==> src/rtl/calc_cmd_driver.sv <==
// Command-side driver for the calc accumulator: turns a requested 8-bit target into
// the shortest comA/comB sequence and tracks calc's value in a local shadow register.
module calc_cmd_driver (
  input  logic       clk,
  input  logic       rst,
  input  logic       start,
  input  logic [7:0] target,
  output logic       comA,
  output logic       comB,
  output logic       busy,
  output logic       done,
  output logic [7:0] shadow
);

  typedef enum logic [1:0] {IDLE, CLEAR, STEP, DONE} stateT;

  stateT      state;
  logic [7:0] tgt;
  logic       dirInc;

  logic [7:0] up;
  logic [7:0] down;
  logic [7:0] best;
  logic [8:0] clr;
  logic       upWins;
  logic [7:0] stepNext;

  // Path costs are evaluated against the live target so the choice is made on the accept edge.
  always_comb begin
    up       = target - shadow;
    down     = shadow - target;
    upWins   = (up <= down);
    best     = upWins ? up : down;
    clr      = {1'b0, target} + 9'd1;
    stepNext = dirInc ? shadow + 8'd1 : shadow - 8'd1;
  end

  always_ff @(posedge clk or posedge rst) begin
    if (rst) begin
      state  <= IDLE;
      tgt    <= 8'd0;
      dirInc <= 1'b1;
      shadow <= 8'd0;
      comA   <= 1'b0;
      comB   <= 1'b0;
      busy   <= 1'b0;
      done   <= 1'b0;
    end else begin
      case (state)
        IDLE: begin
          comA <= 1'b0;
          comB <= 1'b0;
          busy <= 1'b0;
          done <= 1'b0;
          if (start) begin
            tgt  <= target;
            busy <= 1'b1;
            if (target == shadow) begin
              state <= DONE;
              done  <= 1'b1;
            end else if (clr < {1'b0, best}) begin
              state <= CLEAR;
              comA  <= 1'b1;
              comB  <= 1'b1;
            end else begin
              state  <= STEP;
              dirInc <= upWins;
              comA   <= upWins;
              comB   <= ~upWins;
            end
          end
        end
        CLEAR: begin
          shadow <= 8'd0;
          if (tgt == 8'd0) begin
            state <= DONE;
            comA  <= 1'b0;
            comB  <= 1'b0;
            done  <= 1'b1;
          end else begin
            state  <= STEP;
            dirInc <= 1'b1;
            comA   <= 1'b1;
            comB   <= 1'b0;
          end
        end
        STEP: begin
          // Stop on the edge whose command lands calc exactly on the target.
          shadow <= stepNext;
          if (stepNext == tgt) begin
            state <= DONE;
            comA  <= 1'b0;
            comB  <= 1'b0;
            done  <= 1'b1;
          end
        end
        DONE: begin
          state <= IDLE;
          done  <= 1'b0;
          busy  <= 1'b0;
        end
        default: state <= IDLE;
      endcase
    end
  end

endmodule

==> config.mk <==
export PLATFORM = sky130hd
export DESIGN_NAME = calc_cmd_driver
export DESIGN_NICKNAME = d
export VERILOG_FILES = /design/src/rtl/calc_cmd_driver.sv
export SDC_FILE = /design/constraint.sdc
export NUM_CORES = 1
export LEC_CHECK = 0
export ABC_CLOCK_PERIOD_IN_PS = 12600
export CORE_MARGIN = 2
export CORE_UTILIZATION = 60
export DETAILED_ROUTE_END_ITERATION = 12
export PLACE_DENSITY = 0.82
export SETUP_SLACK_MARGIN = 0.2
export SYNTH_ARGS = -nofsm -noshare
export SYNTH_HDL_FRONTEND = slang
export SYNTH_SLANG_ARGS = --single-unit
export TNS_END_PERCENT = 100
==> constraint.sdc <==
create_clock -name clk -period 12.6 [get_ports clk]
set_input_delay 1.89 -clock clk [delete_from_list [all_inputs] [get_ports clk]]
set_output_delay 1.89 -clock clk [all_outputs]
set_load 0.05 [all_outputs]
### After elaboration in Yosys (flattened, before gate mapping)

Index checks and enable logic that the tools add are counted.

| cells by class | value |
|---|---|
| add/subtract/negate cells | 5 |
| $lt $le $gt $ge | 2 |
| equality and inequality tests | 11 |
| multiplexer cells | 31 |
| bitwise logic cells | 1 |
| reduce and logical (&&, ||, !) cells | 11 |

Operators with widths:

| kind | count |
|---|---|
| 1-bit two-way mux | 18 |
| 8-bit == test | 2 |
| 8-bit two-way mux | 2 |
| 8-bit one-hot mux with 2 select lines | 1 |
| 8-bit subtractor | 2 |
| 2-bit != test, second input constant | 6 |
| 8-bit by 1-bit adder with 9-bit output, second input constant | 1 |
| 9-bit by 8-bit less-than comparator with 1-bit output | 1 |
| 8-bit by 1-bit adder with 8-bit output, second input constant | 1 |
| 8-bit <= comparator | 1 |
| 8-bit zero test | 1 |
| 2-bit two-way mux | 4 |
| 2-bit one-hot mux with 4 select lines | 1 |
| 2-bit AND reduction | 4 |
| 8-bit by 1-bit subtractor with 8-bit output, second input constant | 1 |
| 1-bit one-hot mux with 3 select lines | 2 |
| 2-bit nonzero test | 3 |
| 5-bit AND reduction | 1 |
| 2-bit == test, second input constant | 2 |
| 1-bit one-hot mux with 2 select lines | 2 |
| 1-bit one-hot mux with 4 select lines | 1 |
| 3-bit nonzero test | 1 |
| 2-bit by 1-bit == test with 1-bit output, second input constant | 1 |
| 2-bit zero test | 1 |
| 1-bit inverter | 1 |

| storage, ports and cells | value |
|---|---|
| register bits after elaboration | 23 |
| input bits | 11 |
| word-level logic and storage cells | 69 |

### Logic depth before layout (Yosys ltp)

| depth | value |
|---|---|
| word-level depth | 8 |
| gate-level depth with buffers | 26 |

### Worst setup path before layout

Ideal clock, no wire load.

| path | value |
|---|---|
| path type | input to register |
| from | in target[4] |
| to | reg comA |
| data arrival time | 5998 ps |
| required time | 12533 ps |
| slack | 6535 ps |
| stages | 22 |
| path buffers | 2 |
| cells stage by stage | inv_1 > ha_1 > clkbuf_1 > a21o_1 > a21o_1 > a221oi_1 > xnor2_1 > inv_1 > ha_1 > and4_1 > o21ai_0 > a21oi_1 > o21a_1 > clkbuf_1 > mux2i_1 > ha_1 > a211o_1 > nor3_1 > o21ai_0 > a211o_1 > o21ai_0 > mux2_1 |

| on the way | value |
|---|---|
| cells in the longest elaborated chain, start to end | 8 |
| elaborated cells on any way between the ends | 11 |
| classes of those cells | 3 x add/sub; 2 x order compare; 1 x eq/ne; 5 x mux |

RTL lines:

| item | line | source |
|---|---|---|
| from (decl) | 7 | `input logic [7:0] target,` |
| 8-bit subtractor (on tied branches) | 30, 31 |  |
| 8-bit <= comparator | 32 | `upWins = (up <= down);` |
| 8-bit two-way mux | 33 | `best = upWins ? up : down;` |
| 9-bit by 8-bit less-than comparator with 1-bit output | 61 | `end else if (clr < {1'b0, best}) begin` |
| 1-bit two-way mux | 61 |  |
| 1-bit two-way mux * | 58 | `if (target == shadow) begin` |
| 1-bit two-way mux * | 55 | `if (start) begin` |
| 1-bit one-hot mux with 3 select lines * | 49 | `case (state)` |
| to (signal assigned) | 68 | `comA <= upWins;` |
| to (decl) | 8 | `output logic comA,` |

Mark *: on every way between the ends. The rest lies on a longest branch, timed or not.
A chain may end at the register's enable or synchronous reset.

### Worst setup path after layout

| path | value |
|---|---|
| from | in target[0] |
| to | reg comA |

The elaborated chain is that of the path after synthesis.

==> metrics.md <==
| Metric | Value |
|---|---|
| Status | `complete, no violations` |
| Post-synth design cell area | `0.002664 sq mm` |
| H-tree depth | `1` |
| Die width | `70.63 um` |
| Syn-to-layout area delta | `10.57%` |
| RSZ-0062 raised after global routing | `false` |
| Critical path class | `input pin to register` |
| First-pass GRT wire length | `10.70 mm` |
| Share of post-route cells with drive strength above 1 | `3.354%` |
| Die area | `0.004989 sq mm` |
| Worst-path clk slew | `0.08 ns` |
| Root Driver | `clkbuf_8` |
| CP Max Fanout | `11` |
| Total Routed Length | `6.298 mm` |
| Required @ worst endpoint | `12.81 ns` |
| Netlist cell types | `50` |
| Area fraction of the dominant cell type after synthesis | `20.67%` |
| Worst-Skew Late Latency | `0.27 ns` |
| Vias per Instance | `6.018` |
| Inserted Diodes | `0` |
| Post-CTS setup buffers | `0` |
| Synthesized instance count | `314` |
| Row count | `24` |
| Worst slack on hold paths | `0.5105 ns` |
| Post-DRT Antenna Nets | `0` |
| Async SR Flop Fraction | `100.0%` |
| Final core occ | `68.11%` |
| Mapped Nets | `368` |
| Final net count | `383` |
| Min setup slack post-route | `5.958 ns` |
| Initial Util | `61.60%` |
| Die Ht | `70.63 um` |
| Max-cap violations | `0` |
| Routed vias | `2,287` |
| Kind of end point of the critical path | `register` |
| Lkg Pwr | `1.362 nW` |
| Largest net degree at the start of global routing | `24` |
| Yosys reg bits | `23` |
| Resize count post-CTS | `0` |
| Post-route insts no fill | `380` |
| Setup TNS | `0 ns` |
| Vias in the first global route | `2,287` |
| Setup violators final | `0` |
| Slew headroom | `41.95%` |
| Detailed Routing Iterations Pass 1 | `4` |
| Clock Skews | `0.004954 ns` |
| Dpl ws | `5.683 ns` |
| Port-buffer cells | `22` |
| DRC Markers | `0` |
| Cell taking the most area after synthesis | `dfrtp_1` |
| Fin crit period | `6.642 ns` |
| Worst-Margin Slew | `0.8698 ns` |
| Max-slew violation count | `0` |
| Max VDD drop | `0.0001866 V` |
| Most area-consuming cells after synthesis | `dfrtp_1 21%, ha_1 19%, xnor2_1 7.6%` |
| Placed insts | `376` |
| Clock buffer depth | `2` |
| DR WL/cell | `16.57 um` |
| Synth warnings | `0` |
| Max Freq | `150.6 MHz` |
| Antenna violations before repair | `0` |
| Gr ovfl total | `0` |
| Core area | `0.004324 sq mm` |
| CTS tree | `built` |
| EDFF count, synth | `0` |
| Worst hold-check path type | `register to register` |
| Syn Area/Cell | `8.483 sq um` |
| Sink Count | `23` |
| Initial DRC Count | `147` |
| Power Density | `287.2 mW/mm^2` |
| Hold_buf cts | `0` |
| DPL Wire Length | `5.023 mm` |
| Io pins | `23` |
| Startpoint Class | `input pin` |
| Fill cells | `356` |
| Worst EP arrival | `6.85 ns` |
| Hold Violations, Final | `0` |
| Main synth FF type | `dfrtp_1` |
| Seq/Total Area, Yosys | `21.65%` |
| Placer Congestion | `0.9066` |
| Tot GR Track Use | `26.30%` |
| Tcrit/Tclk final | `52.72%` |
| Cts bufs inserted | `3` |
## power breakdown
| part | switching, mW | internal (mW) | leakage (nW) |
|---|---|---|---|
| Sequential | 0.0372 | 0.105 | 0.293 |
| Combinational | 0.386 | 0.271 | 1.04 |
| Clock | 0.0239 | 0.0221 | 0.0255 |
| Total | 0.447 | 0.398 | 1.36 |
## cells by family after synthesis
logic type                 after synthesis  share of synthesized area [%]
and+or+nand+nor                         70                          13.34
xor gates and xnor gates                32                          10.52
buffers and inverters                   46                          6.669
AOI/OAI and AO/OA                       86                          21.37
DFF                                     23                          21.65
adders and majority gates               43                          21.04
muxes                                   14                          5.402
## layout by cell type (no fill, tap or decap), types with 2 or more instances in the layout
master and n:
nand2_1 20, a31oi_1 3, o221ai_1 2, a211o_1 2, dfrtp_1 22, a21oi_1 21
nor3_1 3, o32ai_1 2, o31ai_1 4, and4_1 2, clkdlybuf4s50_1 22, mux2_1 2
o21a_1 5, a21o_1 8, o21ai_1 2, o21bai_1 4, o21ai_0 19, xor2_1 9
nand2b_1 6, nand3_1 5, xnor2_1 23, o22ai_1 6, fa_1 3, ha_1 40
nand4_1 3, inv_1 34, nor2_1 19, nor4_1 3, clkbuf_8 3, mux2i_1 11
## worst max-delay path, cell delays in order
cell	delay, ns
clkdlybuf4s50_1	0.55
ha_1	0.19
inv_1	0.07
fa_1	0.40
a21o_1	0.17
a21oi_1	0.22
o21bai_1	0.09
a21oi_1	0.17
xnor2_1	0.17
inv_1	0.07
ha_1	0.29
and4_1	0.21
o21ai_0	0.08
a21oi_1	0.12
o21a_1	0.45
mux2i_1	0.26
ha_1	0.26
a211o_1	0.31
nor3_1	0.21
o21ai_0	0.15
a211o_1	0.30
o21ai_0	0.07
mux2_1	0.15
## through the flow
stage / cell area [sq um] / total power [mW]
CTS: 2945 / 0.8424
finish: 2945 / 0.8458
detailed placement: 2899 / 0.7915
global route: 2945 / 0.9299
global placement: 2899 / 0.7754
floorplan: 2664 / 0.6450
## final timing paths
check	depth (start not counted)	from	to	slack, ns
max reg2reg	23	shadow[0]	comA	7.51
min	1	comB	comB	0.51
min in group asynchronous	2	rst	shadow[6]	2.10
min reg2reg	1	comB	comB	0.51
max in group asynchronous	2	rst	tgt[1]	9.96
max	23	target[0]	comA	5.96
## cell type report
cell class	count	area [sq um]	area share (%)
multi-input cells	245	1909	64.83
flip-flops and latches	23	576.8	19.58
repair buffers	22	220.2	7.477
inverters	34	127.6	4.333
well taps	52	65.06	2.209
clock buffers	3	41.29	1.402
clock inverters	1	5.005	0.1699
## cells in the mapped netlist, drive strengths merged, types with 8 or more instances
cell	number
a21o	8
a21oi	22
clkbuf	9
dfrtp	22
ha	40
inv	34
mux2i	11
nand2	20
nor2	19
o21ai	21
xnor2	23
xor2	9
## state kept, by name, indices dropped and copies added, names as in the netlist
signal  count
dirInc      1
busy        1
comB        1
done        1
state       2
comA        1
shadow      8
tgt         8
## per-layer routing
metal	routed length [um]	global-route usage, %
met4	92	5.660
met2	3063	46.44
met5	0	0
met3	207	3.276
met1	2934	34.70
No activity file was read; power rests on OpenSTA's default activity.
